### config.mk
export PLATFORM = sky130hd
export DESIGN_NAME = stream_fifo
export DESIGN_NICKNAME = d
export VERILOG_FILES = /design/src/rtl/stream_fifo_pkg.sv /design/src/rtl/stream_fifo_mem.sv /design/src/rtl/stream_fifo.sv
export SDC_FILE = /design/constraint.sdc
export NUM_CORES = 1
export LEC_CHECK = 0
export ABC_AREA = 1
export BUFFER_PORTS_ARGS = -buffer_cell sky130_fd_sc_hd__buf_2
export CAP_MARGIN = 10
export CORE_MARGIN = 8
export CORE_UTILIZATION = 40
export CTS_BUF_LIST = sky130_fd_sc_hd__clkbuf_16
export DETAILED_ROUTE_END_ITERATION = 7
export HOLD_SLACK_MARGIN = 0.1
export PLACE_DENSITY = 0.59
export SLEW_MARGIN = 5
export SYNTH_ARGS = -nofsm -noshare
export SYNTH_HDL_FRONTEND = slang
export SYNTH_SLANG_ARGS = --single-unit
### constraint.sdc
create_clock -name i_clk -period 1.7 [get_ports i_clk]
set_input_delay 0.085 -clock i_clk [delete_from_list [all_inputs] [get_ports i_clk]]
set_output_delay 0.085 -clock i_clk [all_outputs]
set_load 0.05 [all_outputs]
### src/rtl/stream_fifo_pkg.sv
// Shared helpers for stream_fifo: occupancy width, parameter checks and threshold compares.
package stream_fifo_pkg;

    function automatic int unsigned occ_width(input int unsigned depth);
        return 32'($clog2(depth)) + 32'd1;
    endfunction

    function automatic logic is_pow2(input int unsigned n);
        return (n >= 32'd2) && ((n & (n - 32'd1)) == 32'd0);
    endfunction

    function automatic logic afull_chk(input int unsigned count, input int unsigned th);
        return count >= th;
    endfunction

    function automatic logic aempty_chk(input int unsigned count, input int unsigned th);
        return count <= th;
    endfunction

endpackage

### src/rtl/stream_fifo_mem.sv
// Unreset FIFO storage: one synchronous write port, one combinational read port.
module stream_fifo_mem #(
    parameter int unsigned WIDTH = 8,
    parameter int unsigned DEPTH = 8,
    localparam int unsigned AW   = $clog2(DEPTH)
) (
    input  logic             i_clk,
    input  logic             i_we,
    input  logic [AW-1:0]    i_waddr,
    input  logic [WIDTH-1:0] i_wdata,
    input  logic [AW-1:0]    i_raddr,
    output logic [WIDTH-1:0] o_rdata
);

    logic [WIDTH-1:0] r_mem [DEPTH];

    always_ff @(posedge i_clk) begin
        if (i_we) begin
            r_mem[i_waddr] <= i_wdata;
        end
    end

    assign o_rdata = r_mem[i_raddr];

endmodule

### src/rtl/stream_fifo.sv
// First-word-fall-through stream FIFO with registered occupancy and almost-full/empty flags.
// Optional synchronous flush port enabled by defining STREAM_FIFO_FLUSH_EN.
module stream_fifo
    import stream_fifo_pkg::*;
#(
    parameter int unsigned WIDTH     = 8,
    parameter int unsigned DEPTH     = 8,
    parameter int unsigned AFULL_TH  = DEPTH - 2,
    parameter int unsigned AEMPTY_TH = 2
) (
    input  logic                         i_clk,
    input  logic                         i_rst,
`ifdef STREAM_FIFO_FLUSH_EN
    input  logic                         i_flush,
`endif
    input  logic [WIDTH-1:0]             i_data,
    input  logic                         i_valid,
    output logic                         o_ready,
    output logic [WIDTH-1:0]             o_data,
    output logic                         o_valid,
    input  logic                         i_ready,
    output logic [occ_width(DEPTH)-1:0]  o_count,
    output logic                         o_afull,
    output logic                         o_aempty
);

    localparam int unsigned AW = $clog2(DEPTH);
    localparam int unsigned CW = occ_width(DEPTH);

    if (!is_pow2(DEPTH)) begin : g_bad_depth
        $error("stream_fifo: DEPTH must be a power of two >= 2");
    end
    if (AFULL_TH > DEPTH) begin : g_bad_afull
        $error("stream_fifo: AFULL_TH must be within 0..DEPTH");
    end
    if (AEMPTY_TH > DEPTH) begin : g_bad_aempty
        $error("stream_fifo: AEMPTY_TH must be within 0..DEPTH");
    end

    logic [AW-1:0] r_wptr;
    logic [AW-1:0] r_rptr;
    logic [CW-1:0] r_count;
    logic          w_flush;
    logic          w_push;
    logic          w_pop;

`ifdef STREAM_FIFO_FLUSH_EN
    assign w_flush = i_flush;
`else
    assign w_flush = 1'b0;
`endif

    // Flush wins over both sides: ready drops so no push is accepted.
    assign o_ready  = (r_count != CW'(DEPTH)) && !w_flush;
    assign o_valid  = (r_count != '0);
    assign w_push   = i_valid && o_ready;
    assign w_pop    = o_valid && i_ready && !w_flush;
    assign o_count  = r_count;
    assign o_afull  = afull_chk(32'(r_count), AFULL_TH);
    assign o_aempty = aempty_chk(32'(r_count), AEMPTY_TH);

    always_ff @(posedge i_clk or negedge i_rst) begin
        if (!i_rst) begin
            r_wptr  <= '0;
            r_rptr  <= '0;
            r_count <= '0;
        end else if (w_flush) begin
            r_wptr  <= '0;
            r_rptr  <= '0;
            r_count <= '0;
        end else begin
            if (w_push) begin
                r_wptr <= r_wptr + AW'(1);
            end
            if (w_pop) begin
                r_rptr <= r_rptr + AW'(1);
            end
            case ({w_push, w_pop})
                2'b10:   r_count <= r_count + CW'(1);
                2'b01:   r_count <= r_count - CW'(1);
                default: r_count <= r_count;
            endcase
        end
    end

    stream_fifo_mem #(
        .WIDTH (WIDTH),
        .DEPTH (DEPTH)
    ) u_mem (
        .i_clk   (i_clk),
        .i_we    (w_push),
        .i_waddr (r_wptr),
        .i_wdata (i_data),
        .i_raddr (r_rptr),
        .o_rdata (o_data)
    );

endmodule

==> impl.org <==
** STA
- Transition at the pin with the smallest max-transition slack :: 0.564 ns
- Setup violations remaining at the end of the flow were counted as 0.
- In the final timing run, aggregate negative setup slack is 0 ns.
- Slew margin rel. :: 62.3%
- Timing would allow up to 589 MHz.
- Final clock period utilization by the worst path :: 99.8%
- RSZ-0062 raised after global routing :: true
- Tmin final :: 1.70 ns
- The final count of hold timing violations came to 0.
- Final critical-path setup slack :: 0.00300 ns
- The max-slew violation total from the final report is 0.
- The clock arrives with 0.00409 ns of skew.

** Critical path
- At the worst endpoint, the arrival time is 1.91 ns.
- Worst setup EP type :: flip-flop
- Worst endpoint required time :: 1.92 ns
- The cell family contributing the most delay on the critical path is adder cells.
- Counting both buffers and inverters, the worst setup path holds a total of 1.
- In this design, the stage delay of the slowest critical-path cell is 0.52 ns.
- The worst setup path is of the reg -> reg kind.
- Maximum net fanout on the critical path :: 5
- CP max stage cell :: fa_2
- The signal on the critical path passes through nor2_4, nand3_4, nand2_8, ha_4, inv_4, fa_2, o21ai_2.
- The worst setup path is launched from a flip-flop.

** Route
- Post-detailed-route wirelength per cell :: 15.0 microns
- The routed layout has 2162 vias.
- Dividing the detail-routed via count by the number of cells gives 4.72.
- Summed over all layers, the routed wires come to 6850 microns.
- Number of search-and-repair iterations in the first detailed-routing pass :: 4
- After the first detailed-routing iteration, the DRC count stood at 113.
- Count of unresolved DRC violations after routing :: 0
- The count of nets left with antenna violations once routing finished came out at 0.

** Die
- In this run the core area contains 33 standard-cell rows.
- Core area :: 8090 sq um
- Once the floorplan was initialized, standard cells occupied 40.5% of the core.
- The die is 106 microns wide.
- Die footprint :: 11300 sq um
- Measured along the y axis, the die boundary spans 106 microns.
- I/O Pins :: 28

** Final layout
- Final Util :: 51.6%
- Area growth, synth to finish :: 27.5%
- Across the whole layout, storage elements account for 2180 sq um.
- Count of nets after finishing :: 366
- The finished cells cover 4180 sq um.
- Summing all multi-input logic gate instances after layout gives 1050 sq um.
- 0 antenna diodes ended up in the layout.
- Filler cells :: 729
- Cells with a size suffix above 1 make up 27.8% of the layout.

** Logic synthesis
- Synthesis produced a netlist whose cell count is 295.
- Post-synthesis average cell area :: 11.1 sq um
- Synthesized flop and latch total :: 74
- Yosys mapped the design onto 26 distinct sky130hd cell types.
- Yosys synthesis warning count :: 0
- Synthesized net count :: 313
- Sequential area share after synthesis :: 66.3%
- Summing every instance area after synthesis gives 3280 sq um.

** Global route
- Global routing consumed, over all layers together, 13.2% of the routing resources.
- The initial antenna violation count is 0.
- Via count of the first global-routing pass :: 2167
- For this run the aggregate overflow at the end of global routing stands at 0.
- Entering global routing, the biggest net connects 33 pins.
- The first global-routing pass estimated 11100 microns of wire.

** Hold path
- The worst hold path belongs to the class in -> reg.

** CTS
- Clock transition at the registers of the reported paths :: 0.05 ns
- Clock sink count :: 74
- The H-tree generated during clock tree synthesis spans 3 levels.
- Number of clock buffers inserted by TritonCTS :: 9
- The root buffer cell chosen for the clock tree is clkbuf_16.
- TritonCTS built the clock tree.
- Clock latency on the worst-skew pair, taken at its later pin, is 0.33 ns.
- Number of buffers between clock root and the deepest sink :: 2

** Place
- Placer's final routability congestion estimate :: 0.752
- Half-perimeter wire length of the detailed placement result :: 4340 microns
- Count of buffers from port buffering :: 27
- The placed instances occupy a cell area of 3600 sq um.
- Worst slack at placement :: -0.0688 ns

** Job
- Max-cap violations in this run came to 0.

** Run status
- Outcome :: complete, no violations

** Pwr
- IR Drop Worst-Case VDD :: 0.00110 V
- Power spread over the standard cell area amounts to 2080 nW/um^2.
- Summed over all cells, the static leakage comes to 0.00166 uW.
[final timing paths]
| path | startpoint | end | slack, ns | depth (start not counted) |
|---|---|---|---|---|
| worst max-delay path | o_count[1] | o_count[1] | 0.003 | 7 |
| worst min-delay path | i_valid | r_wptr[2] | 0.10 | 3 |
| worst max register to register | o_count[1] | o_count[1] | 0.003 | 7 |
| worst min register to register | o_count[2] | o_count[2] | 0.58 | 2 |
| max in group asynchronous | i_rst | o_count[0] | 1.33 | 2 |
| min in group asynchronous | i_rst | r_wptr[1] | 0.15 | 2 |
[synthesized netlist by cell type]
cell type | number | area [sq um]
a21boi_4 | 1 | 18.8
edfxtp_1 | 64 | 1920
inv_1 | 11 | 41.3
fa_1 | 1 | 20.0
inv_6 | 1 | 8.76
o21ai_0 | 11 | 55.1
nand2_4 | 3 | 33.8
nand3_2 | 1 | 10.0
clkinv_1 | 1 | 3.75
ha_1 | 5 | 62.6
nand2_1 | 85 | 319
nand2_2 | 1 | 6.26
buf_4 | 3 | 22.5
xnor2_1 | 2 | 17.5
nand3_1 | 4 | 20.0
o21ai_1 | 27 | 135
nor2_1 | 44 | 165
buf_2 | 2 | 10.0
dfrtp_1 | 10 | 250
o21ai_2 | 1 | 8.76
inv_4 | 2 | 12.5
a21oi_1 | 1 | 5.00
buf_6 | 6 | 67.6
nor2_4 | 1 | 11.3
nor2_2 | 5 | 31.3
xor2_1 | 2 | 17.5
[stage by stage]
step,hold WS (ns),instances,total power (uW)
after global placement,-0.0259,429,6210
after global routing,0.102,458,9220
final,0.103,458,8700
after CTS,0.108,456,8480
after floorplan,-0.211,295,5440
after detailed placement,-0.0285,429,6260
[registers in the layout (all words and copies together) (netlist names)]
register,flops
r_rptr,3
r_wptr,3
u_mem.r_mem,64
o_count,4
[power by group]
part	total [uW]	switching [uW]	leakage (uW)	internal (uW)
clock	1960	690	0.000156	1270
combinational	4180	2750	0.000803	1440
sequential	2560	221	0.000697	2340
total	8700	3660	0.00166	5040
[logic make-up (layout without fill, tap and decap cells)]
family	after synthesis	count (layout)	share of synthesized area [%]
AND/OR/NAND/NOR	144	144	18.2
buffers and inverters	26	84	5.08
AO/OA/AOI/OAI	41	41	6.80
flip-flops	74	74	66.3
adder cells (fa/ha/maj)	6	6	2.52
XOR/XNOR	4	4	1.07
[placed cells by master, fill, tap and decap left out, drive strengths merged]
master | Yosys | final
ha | 5 | 5
fa | 1 | 1
nand3 | 5 | 5
a21boi | 1 | 1
xor2 | 2 | 2
o21ai | 39 | 39
inv | 14 | 14
dfrtp | 10 | 10
nor2 | 50 | 50
a21oi | 1 | 1
clkbuf | 0 | 9
dlygate4sd3 | 0 | 9
nand2 | 89 | 89
clkinv | 1 | 6
edfxtp | 64 | 64
xnor2 | 2 | 2
buf | 11 | 44
bufinv | 0 | 2
[layer usage]
layer  global-route usage [%]  up-vias  part of all wire (%)
li1                         -     1095                     -
met1                     15.4     1016                    43
met2                     21.3       39                    49
met3                     4.05       12                   5.0
met4                     7.34        0                   2.5
met5                        0        -                     0
[area by class of cell]
| type | count | area share, % |
|---|---|---|
| clock buffer | 9 | 5.39 |
| sequential | 74 | 52.2 |
| tap | 105 | 3.15 |
| multi-input combinational | 195 | 25.2 |
| timing repair buffer | 53 | 10.2 |
| clock inverter | 7 | 2.04 |
| inverter | 15 | 1.89 |
[worst register-to-register path, cell delays in order, from the launching register on]
cell and delay (ns):
dfrtp_2 0.42, nor2_4 0.16, nand3_4 0.11, nand2_8 0.11, ha_4 0.17, inv_4 0.04, fa_2 0.52, o21ai_2 0.05
[timing repair]
| action | 4_1_cts | 5_1_grt |
|---|---|---|
| setup endpoints to repair | 11 | 15 |
| hold buffers | 9 | 0 |
| pin swaps | 2 | 7 |
| setup buffers | 2 | 2 |
| hold endpoints to repair | 74 | 0 |
| resized for setup | 17 | 26 |
Note: power is estimated with default switching activity, not from simulation.
